### config.mk
export PLATFORM = sky130hd
export DESIGN_NAME = irq_arbiter
export DESIGN_NICKNAME = d
export VERILOG_FILES = /design/src/rtl/irq_arbiter.sv
export SDC_FILE = /design/constraint.sdc
export NUM_CORES = 1
export LEC_CHECK = 0
export ABC_AREA = 0
export CAP_MARGIN = 20
export CORE_MARGIN = 2
export CORE_UTILIZATION = 42
export DETAILED_ROUTE_END_ITERATION = 6
export PLACE_DENSITY = 0.78
export REMOVE_ABC_BUFFERS = 1
export SLEW_MARGIN = 20
export SYNTH_ARGS = -nofsm -noshare
export SYNTH_HDL_FRONTEND = slang
export SYNTH_SLANG_ARGS = --single-unit
### constraint.sdc
create_clock -name clk -period 5.98 [get_ports clk]
set_input_delay 1.196 -clock clk [delete_from_list [all_inputs] [get_ports clk]]
set_output_delay 1.196 -clock clk [all_outputs]
set_load 0.005 [all_outputs]
### src/rtl/irq_arbiter.sv
// irq_arbiter: latches level interrupt sources and presents the best pending/enabled one to the CPU with claim/complete.
module irq_arbiter #(
  parameter int NUM_SRC = 4,
  parameter int PRIO_W  = 3
) (
  input  logic               clk,
  input  logic               rst,
  input  logic [NUM_SRC-1:0] i_src_irq,
  input  logic               i_cfg_re,
  input  logic               i_cfg_we,
  input  logic [7:0]         i_cfg_addr,
  input  logic [31:0]        i_cfg_wdata,
  output logic [31:0]        o_cfg_rdata,
  output logic               o_ext_irq
);
  logic [PRIO_W-1:0]  r_prio [NUM_SRC];
  logic [NUM_SRC-1:0] r_pend, r_insvc, r_en;
  logic [PRIO_W-1:0]  r_thr;
  logic [5:0]         w_word;
  logic [4:0]         w_win_id, w_cid;
  logic [PRIO_W-1:0]  w_best, w_prio_rd;
  logic [NUM_SRC-1:0] w_clm, w_cmp;
  logic               w_claim, w_comp, w_unused;

  assign w_word   = i_cfg_addr[7:2];
  assign w_cid    = i_cfg_wdata[4:0];
  assign w_claim  = i_cfg_re && w_word == 6'h23;
  assign w_comp   = i_cfg_we && w_word == 6'h23;
  assign w_unused = ^{i_cfg_addr[1:0], i_cfg_wdata};

  // strict '>' keeps the lowest ID on priority ties
  always_comb begin
    w_win_id  = '0;
    w_best    = '0;
    w_prio_rd = '0;
    for (int k = 0; k < NUM_SRC; k++) begin
      if (r_pend[k] && r_en[k] && r_prio[k] > r_thr && r_prio[k] > w_best) begin
        w_best   = r_prio[k];
        w_win_id = 5'(k + 1);
      end
      if (w_word == 6'(k)) w_prio_rd = r_prio[k];
    end
  end

  // a complete naming the ID being claimed in the same cycle is dropped
  always_comb begin
    w_clm = '0;
    w_cmp = '0;
    for (int k = 0; k < NUM_SRC; k++) begin
      w_clm[k] = w_claim && w_win_id == 5'(k + 1);
      w_cmp[k] = w_comp && w_cid == 5'(k + 1) && r_insvc[k] && !(w_claim && w_cid == w_win_id);
    end
  end

  assign o_cfg_rdata = (w_word < 6'(NUM_SRC)) ? 32'(w_prio_rd) :
                       (w_word == 6'h20)      ? 32'(r_pend)    :
                       (w_word == 6'h21)      ? 32'(r_en)      :
                       (w_word == 6'h22)      ? 32'(r_thr)     :
                       (w_word == 6'h23)      ? 32'(w_win_id)  : '0;

  always_ff @(posedge clk or posedge rst) begin
    if (rst) begin
      r_pend    <= '0;
      r_insvc   <= '0;
      r_en      <= '0;
      r_thr     <= '0;
      o_ext_irq <= 1'b0;
      for (int k = 0; k < NUM_SRC; k++) r_prio[k] <= '0;
    end else begin
      r_pend    <= (r_pend | (i_src_irq & ~r_insvc)) & ~w_clm;
      r_insvc   <= (r_insvc | w_clm) & ~w_cmp;
      o_ext_irq <= w_win_id != 5'd0;
      if (i_cfg_we && w_word == 6'h21) r_en <= i_cfg_wdata[NUM_SRC-1:0];
      if (i_cfg_we && w_word == 6'h22) r_thr <= i_cfg_wdata[PRIO_W-1:0];
      for (int k = 0; k < NUM_SRC; k++)
        if (i_cfg_we && w_word == 6'(k)) r_prio[k] <= i_cfg_wdata[PRIO_W-1:0];
    end
  end
endmodule
# After elaboration in Yosys (flattened, before gate mapping)
# Index checks and enable logic that the tools add are counted.
dict set report word_totals {
  regBits 28
  input_bits 48
  out_inout_bits 33
  word_cells 98
}
dict set report op_classes {
  order_cmp 9
  eq_ne 16
  mux 16
  bitwise_logic 8
  n_reduce_logical 40
}
# op count
set op_table {}
lappend op_table {{$mux 5} 8}
lappend op_table {{$logic_and 1x1->1} 37}
lappend op_table {{$eq 6x6->1 const B} 4}
lappend op_table {{$gt 3x3->1} 7}
lappend op_table {{$mux 3} 7}
lappend op_table {{$eq 5x2->1 const B} 4}
lappend op_table {{$and 4x4->4} 3}
lappend op_table {{$eq 6x2->1 const B} 2}
lappend op_table {{$not 4->4} 3}
lappend op_table {{$eq 5x1->1 const B} 2}
lappend op_table {{$eq 5x3->1 const B} 2}
lappend op_table {{$or 4x4->4} 2}
lappend op_table {{$eq 6x1->1 const B} 1}
lappend op_table {{$logic_not 6->1} 1}
lappend op_table {{$lt 6x3->1 const B} 1}
lappend op_table {{$eq 5x5->1} 1}
lappend op_table {{$reduce_bool 5->1} 1}
lappend op_table {{$gt 3x1->1 const B} 1}
lappend op_table {{$logic_not 1->1} 1}
lappend op_table {{$mux 1} 1}

# Logic depth before layout (Yosys ltp)
dict set report logic_depth {
  word_depth 19
  depth_mapped 25
  mapped_depth_nobuf 25
}

# Worst setup path before layout
# OpenSTA, ideal clock, no wires.
dict set report synth_path {
  kind {register -> output}
  start {reg r_thr[1]}
  end {out o_cfg_rdata[2]}
  arrival_time_ns 4.737
  setup_slack_ns 0.047
  stages_incl_launch_ff 25
  n_path_buf 0
  cell_sequence {dfrtp_1 inv_1 ha_1 nand3_1 o21ai_1 or4_2 nor2_1 ha_1 nand3_1 and4_1 nand2_1 nand3_1 o21ai_0 ha_1 nand3_1 and4_2 nand2_1 mux2_2 ha_1 nand3b_1 a22o_2 nor2_1 mux4_2 nand2_1 o31ai_1}
}
dict set report synth_between {
  elab_chain_cells 18
}
# element line
set synth_rtl {}
lappend synth_rtl {{start: declaration} 18} ;# logic [PRIO_W-1:0] r_thr;
lappend synth_rtl {{start signal: assignment} 74} ;# if (i_cfg_we && w_word == 6'h22) r_thr <= i_cfg_wdata[PRIO_W-1:0];
lappend synth_rtl {{$gt 3x3->1} 37} ;# if (r_pend[k] && r_en[k] && r_prio[k] > r_thr && r_prio[k] > w_best) begin
lappend synth_rtl {{$logic_and 1x1->1 (2 in a row)} 37}
lappend synth_rtl {{$mux 3} 37}
lappend synth_rtl {{$gt 3x3->1} 37}
lappend synth_rtl {{$logic_and 1x1->1} 37}
lappend synth_rtl {{$mux 3} 37}
lappend synth_rtl {{$gt 3x3->1} 37}
lappend synth_rtl {{$logic_and 1x1->1} 37}
lappend synth_rtl {{$mux 3} 37}
lappend synth_rtl {{$gt 3x3->1} 37}
lappend synth_rtl {{$logic_and 1x1->1} 37}
lappend synth_rtl {{$mux 5 (*)} 37}
lappend synth_rtl {{$mux 5 (*)} 59} ;# (w_word == 6'h23) ? 32'(w_win_id) : '0;
lappend synth_rtl {{$mux 5 (*)} 58} ;# (w_word == 6'h22) ? 32'(r_thr) :
lappend synth_rtl {{$mux 5 (*)} 57} ;# (w_word == 6'h21) ? 32'(r_en) :
lappend synth_rtl {{$mux 5 (*)} 56} ;# (w_word == 6'h20) ? 32'(r_pend) :
lappend synth_rtl {{$mux 5 (*)} 55} ;# assign o_cfg_rdata = (w_word < 6'(NUM_SRC)) ? 32'(w_prio_rd) :
lappend synth_rtl {{end: declaration} 13} ;# output logic [31:0] o_cfg_rdata,
# Every way passes the cells marked *; elsewhere a longest branch is shown, timed or not.

# Final worst setup path
dict set report layout_path {
  start {reg r_thr[2]}
  end {out o_cfg_rdata[2]}
}
dict set report layout_between {
  elab_chain_cells 18
}
# element line
set layout_rtl {}
lappend layout_rtl {{$gt 3x3->1} 37}
lappend layout_rtl {{$logic_and 1x1->1 (2 in a row)} 37}
lappend layout_rtl {{$mux 3} 37}
lappend layout_rtl {{$gt 3x3->1} 37}
lappend layout_rtl {{$logic_and 1x1->1} 37}
lappend layout_rtl {{$mux 3} 37}
lappend layout_rtl {{$gt 3x3->1} 37}
lappend layout_rtl {{$logic_and 1x1->1} 37}
lappend layout_rtl {{$mux 3} 37}
lappend layout_rtl {{$gt 3x3->1} 37}
lappend layout_rtl {{$logic_and 1x1->1} 37}
lappend layout_rtl {{$mux 5} 37}
lappend layout_rtl {{$mux 5} 59}
lappend layout_rtl {{$mux 5 (*)} 58}
lappend layout_rtl {{$mux 5 (*)} 57}
lappend layout_rtl {{$mux 5 (*)} 56}
lappend layout_rtl {{$mux 5 (*)} 55}
# Marked as above.

==> impl_metrics.ini <==
[die]
core-area_um2 = 5473
fp.dieH_um = 78.84
num_rows = 27
die_ar_um2 = 6215
io_pins = 81
initial_utilization_pct = 42.98
die_width_um = 78.84

[sta]
clock.fmax_ghz = 0.1598
report.final.setup_viol = 7
min_period_over_period_pct = 104.7
count_of_final_max_slew_check_failures = 0
postLayoutSetupSlackWorst_ns = -0.2792
rsz0062_at_grt = yes
fin_hold_ws_ns = 0.5442
worst_margin_slew_ns = 0.8325
clock-skew-final_ns = 0.006406
slew-limit-headroom_pct = 43.06
finalCriticalPeriod_ns = 6.259
final_hold_fails = 0

[worst_setup_path]
cp.arrival_ns = 5.06
timing.critical_path.fanout_max = 6
worstReg2RegStart = r_thr[2]
worst_path_max_delay_cell = sky130_fd_sc_hd__mux4_2
setup.worst_path.start_class = flop
cp-end-kind = output port
crit_buf_inv = 4
timing_worst_setup_path_type = reg2out
reg2reg_setup_slack_ns = -0.23
critical-path-top-delay-family = simple AND/OR/NAND/NOR gates
cell_occurring_most_often_along_the_worst_timing_path = sky130_fd_sc_hd__ha_4
timing.critical_path.required_ns = 4.78
start_point_of_the_critical_path = r_thr[2]
slowest_delay_ns = 0.48

[placed_design]
post-place-cells = 384
finalWeightedCongestion = 0.9731
buffer_ports.inserted = 23
hpwl_mm = 4.740
dpl_worst_slack_ns = -0.7194

[global_routing]
total_routing_resource_utilization_after_global_routing_pct = 23.84
grt_max_degree = 29
antenna_found_initial = 0
grt_overflow_total = 0
vias_in_the_first_global_route = 2367
wire_length_of_the_first_global_routing_pass_mm = 11.67

[drt]
initialDrtViolationCount = 135
via_per_inst = 5.762
route.detailed.drc = 0
pre_antenna_drt_iters = 5
post_detailed_route_count_of_antenna_violating_nets = 0
finalWirelength_mm = 7.688
vias = 2420
routed_wire_length_per_instance_um = 18.30

[clock_network]
cts_inserted_buffers = 3
cts_buffer_depth = 2
cts.reportedPaths.clkPinSlew_ns = 0.10
cts_hold_buf = 0
cts_sinks = 28
clock_tree_from_tritoncts = built
cts.root.buffer_cell = sky130_fd_sc_hd__clkbuf_8
clk-insertion-delay-late_ns = 0.28
clock_tree.htree_level_count = 1

[power_and_ir_drop]
worst_vdd_drop_v = 0.0002038
leakage_nw = 1.510
power_density_nw_per_um2 = 207.3

[job]
drv_cap = 0

[yosys]
yosysWarnings = 0
async_reset_ff_share_pct = 100.0
synth_area_per_cell_um2 = 8.944
number_of_register_bits_inferred_by_synthesis = 28
synthesis.instances = 263
synth-seq-area-share_pct = 29.79
synthFlopType = sky130_fd_sc_hd__dfrtp_1
synth-edff-count = 0
syn-cell-area_um2 = 2352
synth_cell_type_count = 53

[finish]
antenna_cells = 0
design.final.nets = 418
area_growth_pct = 48.72
final-instance-count-excl-fill = 420
post_route_cells_drive_above_1_share_pct = 43.39

[hold_path]
min_from = r_insvc[1]
hold_class = reg2reg

[status]
violations = negative setup slack
status = finished with violations
==> flip-flops by register name (all words and copies together), names as in the netlist <==
signal and count:
r_thr 3, r_pend 4, r_prio 12, o_ext_irq 1, r_en 4, r_insvc 4
==> cell usage in the layout (no fill, tap or decap), types with 3 or more instances in the layout <==
| master | n |
|---|---|
| sky130_fd_sc_hd__a211oi_1 | 3 |
| sky130_fd_sc_hd__a21oi_1 | 12 |
| sky130_fd_sc_hd__a21oi_2 | 4 |
| sky130_fd_sc_hd__buf_2 | 3 |
| sky130_fd_sc_hd__buf_4 | 54 |
| sky130_fd_sc_hd__buf_6 | 10 |
| sky130_fd_sc_hd__clkbuf_8 | 3 |
| sky130_fd_sc_hd__clkdlybuf4s50_1 | 20 |
| sky130_fd_sc_hd__conb_1 | 28 |
| sky130_fd_sc_hd__dfrtp_1 | 28 |
| sky130_fd_sc_hd__ha_1 | 12 |
| sky130_fd_sc_hd__ha_4 | 9 |
| sky130_fd_sc_hd__inv_1 | 9 |
| sky130_fd_sc_hd__inv_2 | 4 |
| sky130_fd_sc_hd__mux2_2 | 15 |
| sky130_fd_sc_hd__nand2_1 | 14 |
| sky130_fd_sc_hd__nand3_1 | 11 |
| sky130_fd_sc_hd__nand3_2 | 6 |
| sky130_fd_sc_hd__nand3b_1 | 7 |
| sky130_fd_sc_hd__nor2_1 | 22 |
| sky130_fd_sc_hd__nor2_2 | 3 |
| sky130_fd_sc_hd__nor3_1 | 4 |
| sky130_fd_sc_hd__o21ai_0 | 6 |
| sky130_fd_sc_hd__o22ai_1 | 3 |
==> cell usage after synthesis (3+ instances only) <==
cell type	count	share of area, %
sky130_fd_sc_hd__buf_4	29	9.3
sky130_fd_sc_hd__dfrtp_1	28	30
sky130_fd_sc_hd__nor2_1	25	4.0
sky130_fd_sc_hd__ha_1	21	11
sky130_fd_sc_hd__nand2_1	19	3.0
sky130_fd_sc_hd__nand3_1	18	3.8
sky130_fd_sc_hd__mux2_2	16	7.7
sky130_fd_sc_hd__a21oi_1	15	3.2
sky130_fd_sc_hd__inv_1	13	2.1
sky130_fd_sc_hd__nand3b_1	7	2.2
sky130_fd_sc_hd__o21ai_0	7	1.5
sky130_fd_sc_hd__nor3_1	5	1.1
sky130_fd_sc_hd__a211oi_1	4	1.3
sky130_fd_sc_hd__a22oi_1	3	0.96
sky130_fd_sc_hd__a31oi_1	3	0.80
sky130_fd_sc_hd__nor4_1	3	0.80
sky130_fd_sc_hd__o22ai_1	3	0.80
==> worst reg2reg max path: cells and delay by family, from the launching register on <==
family / cells / cell delay [ns]
compound gates: 5 / 0.67
fa+ha+maj: 4 / 1.00
buf+inv: 15 / 1.72
flops: 1 / 0.40
mux: 1 / 0.32
simple gates: 13 / 2.02
==> per-layer routing <==
metal,wire (um),track usage [%]
met5,0,0
met4,380,9.138
met3,521,3.182
met2,3766,42.14
met1,3020,29.55
==> area by class of cell <==
class,count,area [um2]
Timing Repair Buffer,87,733.2
Fill cell,427,1974
Inverter,13,48.80
Sequential cell,28,700.7
Multi-Input combinational cell,216,1854
Clock buffer,3,41.29
Tap cell,72,90.09
Clock inverter,1,30.03
==> through the flow <==
step | instance area [um2] | setup TNS [ns] | power (mW) | utilization, %
final | 3498 | -1.545 | 0.7253 | 63.92
after global routing | 3498 | -3.171 | 0.7621 | 63.92
after CTS | 3323 | -0.5587 | 0.6729 | 60.72
after detailed placement | 2773 | -2.081 | 0.4514 | 50.66
after global placement | 2773 | -1.751 | 0.4421 | 50.66
after floorplan | 2212 | 0 | 0.3440 | -
==> cells by family (layout without fill, tap and decap cells) <==
| logic type | count (synthesis) | count (layout) | synth area share [%] |
|---|---|---|---|
| AND/OR/NAND/NOR | 98 | 98 | 22.98 |
| multiplexers | 19 | 19 | 9.468 |
| AO/OA/AOI/OAI | 50 | 50 | 14.10 |
| other | 1 | 28 | 0.1594 |
| adder cells (fa/ha/maj) | 21 | 21 | 11.17 |
| flip-flops | 28 | 28 | 29.79 |
| buffers and inverters | 46 | 104 | 12.34 |
==> path summary, 6_finish.rpt <==
path | cells after the start | endpoint
max | 27 | o_cfg_rdata[2]
max in group asynchronous | 2 | r_thr[1]
min in group asynchronous | 2 | r_prio[4]
min reg2reg | 2 | r_insvc[1]
min | 2 | r_insvc[1]
max reg2reg | 38 | r_insvc[1]
==> what timing repair did <==
action                                  CTS  global route
cloned                                    0             0
endpoints found under the setup margin    3            10
gates resized for setup                  64            25
buffers inserted                         27             5
pin swaps                                26            26
==> power by group <==
part / switching (mW) / internal (mW) / total, mW
Combinational: 0.164 / 0.174 / 0.338
Clock: 0.0626 / 0.0897 / 0.152
Sequential: 0.0258 / 0.209 / 0.235
Total: 0.253 / 0.472 / 0.725
Power figures use the tool's default switching activity.
